<file path="config.mk">
export PLATFORM = sky130hd
export DESIGN_NAME = pll_rst_seq
export DESIGN_NICKNAME = d
export VERILOG_FILES = /design/src/rtl/pll_rst_seq.sv
export SDC_FILE = /design/constraint.sdc
export NUM_CORES = 1
export LEC_CHECK = 0
export CAP_MARGIN = 20
export CORE_UTILIZATION = 44
export DETAILED_ROUTE_END_ITERATION = 6
export DONT_BUFFER_PORTS = 1
export GPL_TIMING_DRIVEN = 1
export PLACE_DENSITY = 0.61
export SYNTH_ARGS = -nofsm -noshare
export SYNTH_HDL_FRONTEND = slang
export SYNTH_SLANG_ARGS = --single-unit
</file>
<file path="constraint.sdc">
create_clock -name clk -period 5.75 [get_ports clk]
set_input_delay 0.8625 -clock clk [delete_from_list [all_inputs] [get_ports clk]]
set_output_delay 0.8625 -clock clk [all_outputs]
set_load 0.01 [all_outputs]
</file>
<file path="src/rtl/pll_rst_seq.sv">
// PLL bring-up sequencer: pulses the PLL reset, waits for a stable lock, then
// releases the downstream domain resets one at a time, retrying or faulting on timeout.
module pll_rst_seq #(
    parameter int NUM_DOMAINS      = 3,
    parameter int RST_PULSE_CYC    = 16,
    parameter int LOCK_TIMEOUT_CYC = 65536,
    parameter int LOCK_STABLE_CYC  = 1024,
    parameter int STAGE_GAP_CYC    = 8,
    parameter int MAX_RETRY        = 4
) (
    input  logic                   clk,
    input  logic                   rstn,
    input  logic                   pll_lock_in,
    input  logic                   soft_rst_req,
    output logic                   pll_rst,
    output logic [NUM_DOMAINS-1:0] domain_rstn,
    output logic                   ready,
    output logic                   fault,
    output logic [3:0]             retry_cnt,
    output logic [7:0]             lock_loss_cnt
);

    // state     | meaning
    // RST_PLL   | pll_rst held high for RST_PULSE_CYC cycles
    // WAIT_LOCK | pll_rst released, waiting for lock or timeout
    // STABLE    | lock seen, counting consecutive locked cycles
    // RELEASE   | domain resets released one by one, STAGE_GAP_CYC apart
    // RUN       | all domains out of reset, ready high
    // FAULT     | retries exhausted, waiting for soft_rst_req
    typedef enum logic [2:0] {
        RST_PLL, WAIT_LOCK, STABLE, RELEASE, RUN, FAULT
    } state_t;

    localparam int RELEASE_LEN = NUM_DOMAINS * STAGE_GAP_CYC;
    localparam int MAX_A   = (LOCK_TIMEOUT_CYC > LOCK_STABLE_CYC) ? LOCK_TIMEOUT_CYC : LOCK_STABLE_CYC;
    localparam int MAX_B   = (RST_PULSE_CYC > RELEASE_LEN) ? RST_PULSE_CYC : RELEASE_LEN;
    localparam int MAX_CNT = (MAX_A > MAX_B) ? MAX_A : MAX_B;
    localparam int CNT_W   = (MAX_CNT < 2) ? 1 : $clog2(MAX_CNT);

    localparam logic [CNT_W-1:0] PULSE_LAST   = CNT_W'(RST_PULSE_CYC - 1);
    localparam logic [CNT_W-1:0] TIMEOUT_LAST = CNT_W'(LOCK_TIMEOUT_CYC - 1);
    localparam logic [CNT_W-1:0] STABLE_LAST  = CNT_W'(LOCK_STABLE_CYC - 1);
    localparam logic [CNT_W-1:0] RELEASE_LAST = CNT_W'(RELEASE_LEN - 1);

    state_t                 state_q, state_d;
    logic [CNT_W-1:0]       cnt_q, cnt_d, cnt_inc;
    logic                   sync1_q, sync2_q;
    logic                   pll_rst_q, pll_rst_d;
    logic [NUM_DOMAINS-1:0] dom_q, dom_d;
    logic                   ready_q, ready_d;
    logic                   fault_q, fault_d;
    logic [3:0]             retry_q, retry_d;
    logic [7:0]             loss_q, loss_d;
    logic                   lock;

    assign lock    = sync2_q;
    assign cnt_inc = cnt_q + CNT_W'(1);

    always_comb begin
        state_d = state_q;
        cnt_d   = cnt_q;
        retry_d = retry_q;
        loss_d  = loss_q;
        dom_d   = dom_q;
        case (state_q)
            RST_PLL: begin
                dom_d = '0;
                if (cnt_q == PULSE_LAST) begin
                    state_d = WAIT_LOCK;
                    cnt_d   = '0;
                end else begin
                    cnt_d = cnt_inc;
                end
            end
            WAIT_LOCK: begin
                if (lock) begin
                    state_d = STABLE;
                    cnt_d   = '0;
                end else if (cnt_q == TIMEOUT_LAST) begin
                    retry_d = retry_q + 4'd1;
                    cnt_d   = '0;
                    state_d = (retry_d == 4'(MAX_RETRY)) ? FAULT : RST_PLL;
                end else begin
                    cnt_d = cnt_inc;
                end
            end
            STABLE: begin
                if (!lock) begin
                    state_d = WAIT_LOCK;
                    cnt_d   = '0;
                end else if (cnt_q == STABLE_LAST) begin
                    state_d  = RELEASE;
                    cnt_d    = '0;
                    dom_d[0] = 1'b1;
                end else begin
                    cnt_d = cnt_inc;
                end
            end
            RELEASE: begin
                if (!lock) begin
                    state_d = RST_PLL;
                    cnt_d   = '0;
                    retry_d = '0;
                    dom_d   = '0;
                end else if (cnt_q == RELEASE_LAST) begin
                    state_d = RUN;
                    cnt_d   = '0;
                    retry_d = '0;
                end else begin
                    cnt_d = cnt_inc;
                    // Bits only ever get set here, so release order is monotonic.
                    for (int k = 1; k < NUM_DOMAINS; k++) begin
                        if (cnt_inc == CNT_W'(k * STAGE_GAP_CYC)) dom_d[k] = 1'b1;
                    end
                end
            end
            RUN: begin
                if (!lock) begin
                    state_d = RST_PLL;
                    cnt_d   = '0;
                    retry_d = '0;
                    dom_d   = '0;
                    if (loss_q != 8'hFF) loss_d = loss_q + 8'd1;
                end
            end
            FAULT: begin
                dom_d = '0;
            end
            default: begin
                state_d = RST_PLL;
                cnt_d   = '0;
                dom_d   = '0;
            end
        endcase

        if (soft_rst_req) begin
            state_d = RST_PLL;
            cnt_d   = '0;
            retry_d = '0;
            dom_d   = '0;
            loss_d  = loss_q;
        end

        pll_rst_d = (state_d == RST_PLL) || (state_d == FAULT);
        ready_d   = (state_d == RUN);
        fault_d   = (state_d == FAULT);
    end

    always_ff @(posedge clk or negedge rstn) begin
        if (!rstn) begin
            state_q   <= RST_PLL;
            cnt_q     <= '0;
            sync1_q   <= 1'b0;
            sync2_q   <= 1'b0;
            pll_rst_q <= 1'b1;
            dom_q     <= '0;
            ready_q   <= 1'b0;
            fault_q   <= 1'b0;
            retry_q   <= '0;
            loss_q    <= '0;
        end else begin
            state_q   <= state_d;
            cnt_q     <= cnt_d;
            sync1_q   <= pll_lock_in;
            sync2_q   <= sync1_q;
            pll_rst_q <= pll_rst_d;
            dom_q     <= dom_d;
            ready_q   <= ready_d;
            fault_q   <= fault_d;
            retry_q   <= retry_d;
            loss_q    <= loss_d;
        end
    end

    assign pll_rst       = pll_rst_q;
    assign domain_rstn   = dom_q;
    assign ready         = ready_q;
    assign fault         = fault_q;
    assign retry_cnt     = retry_q;
    assign lock_loss_cnt = loss_q;

endmodule
</file>
==> metrics.cfg <==
[status]
status = finished, final reports clean

[global_route]
grt_pass1_vias = 1877
grt_pass1_wl_um = 9018
grt_use_total_pct = 18.62
grt_max_degree = 40
overflow = 0
antenna_found_initial = 0

[sta]
finalHoldViolCount = 0
fin_skew_ns = 0.01084
rsz0062_at_grt = no
worst_pin_slew_ns = 0.8886
drv_slew = 0
fin_tns_setup_ns = 0
period_share_pct = 48.97
fmaxAchievable_mhz = 355.1
setup_viol = 0
whs_ns = 0.2379
min_period_ns = 2.816
slew_headroom_pct = 40.30

[setup_path]
endpoint_kind = register
startpoint_type = register
cp.required_ns = 5.94
rrSetupSlack_ns = 2.93
slowest_delay_ns = 0.75
cp_cell_sequence = ha_1 -> nand4_1 -> or4_2 -> a2bb2oi_2 -> a31oi_4 -> a21o_1 -> a22o_1
r2r-start = cnt_q[0]$_DFFE_PN0P_
reg2regPathDepth = 7
r2r_end = cnt_q[9]$_DFFE_PN0P_
arrival_ns = 3.01
slowest_stage = or4_2
cp_max_fo = 16
critical_path_class = register to register

[detailed_routing]
drt-total-wl_um = 5171
drc = 0
drt_iter0_markers = 160
vias_per_cell = 5.873
num_vias = 1950
postRouteAntennaNets = 0
first_pass_iters = 4
wl_per_cell_um = 15.58

[synth]
syn_area_um2 = 2565
synthArstFlopShare_pct = 100.0
yosysTopAreaCell = dfrtp_1
avgSynthCellArea_um2 = 9.607
synth_top_area_share_pct = 37.07
synth_seq_cells = 39
synth.most_common_cell = dfrtp_1
synth.top_cells.by_count = 38 x dfrtp_1, 26 x nand2_1, 14 x nor2_1
syn_inst = 267
synth_nets = 274
yosysWarnings = 0
synthFlopType = dfrtp_1
yosys-top-cells-area = dfrtp_1 37%, xnor2_1 4.1%, nand2_1 3.8%, clkbuf_8 3.8%, nand3_1 2.5%
synth_edf_count = 0
synth_cell_types = 66
yosysSeqAreaShare_pct = 38.10

[cts]
cts-resized-gates = 0
clockBufferDepth = 2
cts_setup_buffers = 0
root_buffer = clkbuf_8
cts_max_level = 2
clock_latency_ns = 0.31
clkTransAtPathRegs_ns = 0.09
cts_made_buffers = 5
cts.sinks = 39
hold_buffers = 0
cts_tree = built

[layout]
area_delta_synth_final_pct = 2.146
drive_gt1_share_pct = 14.23
fill_cells = 558
nNetsFinal = 266
post-route-util_pct = 47.00
antenna_cells = 0

[die]
die_height_um = 78.35
pin_count = 22
core_um2 = 5574
die_area_um2 = 6139
rows = 27
start_util_pct = 46.02
die_w_um = 78.35

[placement]
hpwl_um = 3574
gp_congestion = 0.8139
port_buffers = 0

[job]
maxCapViolations = 0

[pwr]
powerDensity_nw_per_um2 = 212.1
ir_drop_v = 0.0001085
p_leak_nw = 1.102

[worst_hold_path]
hold_class = input port to asynchronous set/reset pin

==> how the worst max path moves through the flow <==
stage	startpoint	end	slack (ns)	cells past startpoint
after floorplan	cnt_q[10]$_DFFE_PN0P_	cnt_q[11]$_DFFE_PN0P_	3.46	7
after global placement	cnt_q[0]$_DFFE_PN0P_	cnt_q[9]$_DFFE_PN0P_	3.05	7
after detailed placement	cnt_q[0]$_DFFE_PN0P_	cnt_q[9]$_DFFE_PN0P_	2.99	7
after CTS	cnt_q[0]$_DFFE_PN0P_	cnt_q[9]$_DFFE_PN0P_	2.96	7
after global routing	cnt_q[0]$_DFFE_PN0P_	cnt_q[9]$_DFFE_PN0P_	2.77	7
final	cnt_q[0]$_DFFE_PN0P_	cnt_q[9]$_DFFE_PN0P_	2.93	7
==> per-layer routing <==
metal | vias up | track usage (%) | share of wire (%)
met5 | - | 0 | 0
met4 | 0 | 6.667 | 1.6
met3 | 8 | 4.186 | 3.9
met2 | 38 | 27.72 | 43
met1 | 941 | 26.36 | 51
li1 | 963 | - | -
==> state kept, by name, indices dropped and copies added (netlist names) <==
name	flops
lock_loss_cnt	8
fault	1
state_q	3
cnt_q	16
ready	1
sync1_q	1
retry_cnt	4
lock	1
domain_rstn	3
pll_rst	1
==> layout make-up <==
cell class	count	area [um^2]	share of cell area [%]
Clock buffer	5	68.82	2.627
Clock inverter	3	46.29	1.767
Inverter	8	30.03	1.146
Multi-Input combinational cell	204	1400	53.44
Sequential cell	39	977.2	37.30
Tap cell	72	90.09	3.438
Timing Repair Buffer	1	7.507	0.2865
==> metrics by stage <==
| stage | instance area [um^2] | std cells | power [W] | setup WS [ns] |
|---|---|---|---|---|
| after floorplan | 2565 | 267 | 0.0003186 | 3.459 |
| after global placement | 2505 | 324 | 0.0003196 | 3.054 |
| after detailed placement | 2505 | 324 | 0.0003201 | 2.994 |
| after CTS | 2620 | 332 | 0.0005615 | 2.961 |
| after global routing | 2620 | 332 | 0.0005751 | 2.771 |
| final | 2620 | 332 | 0.0005557 | 2.934 |
==> cell families after synthesis <==
group | synth area share (%)
mux | 1.659
fa+ha+maj | 1.464
buf+inv | 7.317
flops | 38.10
simple gates | 27.95
xor+xnor | 5.805
compound gates | 17.71
==> critical path, delay by kind of cell, from the launching register on <==
kind	cells	cell delay [ns]
compound gates	4	0.84
simple gates	2	1.01
fa+ha+maj	1	0.43
flops	1	0.42
==> power by group <==
| part | internal, W | switching (W) | total (W) |
|---|---|---|---|
| clock network | 0.000131 | 0.000110 | 0.000241 |
| registers | 0.000280 | 0.0000113 | 0.000292 |
| logic | 0.0000103 | 0.0000129 | 0.0000231 |
| total | 0.000421 | 0.000134 | 0.000556 |
==> layout by cell type (no fill, tap or decap), types with 4 or more instances in the layout <==
| cell | instances |
|---|---|
| a21o_1 | 4 |
| a21oi_1 | 11 |
| a22o_1 | 4 |
| and3_1 | 5 |
| clkbuf_8 | 5 |
| dfrtp_1 | 38 |
| inv_1 | 8 |
| nand2_1 | 26 |
| nand2b_1 | 4 |
| nand3_1 | 13 |
| nand4_1 | 6 |
| nor2_1 | 14 |
| nor3_1 | 9 |
| nor4_1 | 5 |
| o21ai_0 | 11 |
| o31ai_1 | 4 |
| or3_1 | 6 |
| xnor2_1 | 12 |
| xor2_1 | 5 |
Note: power is estimated with default switching activity, not from simulation.
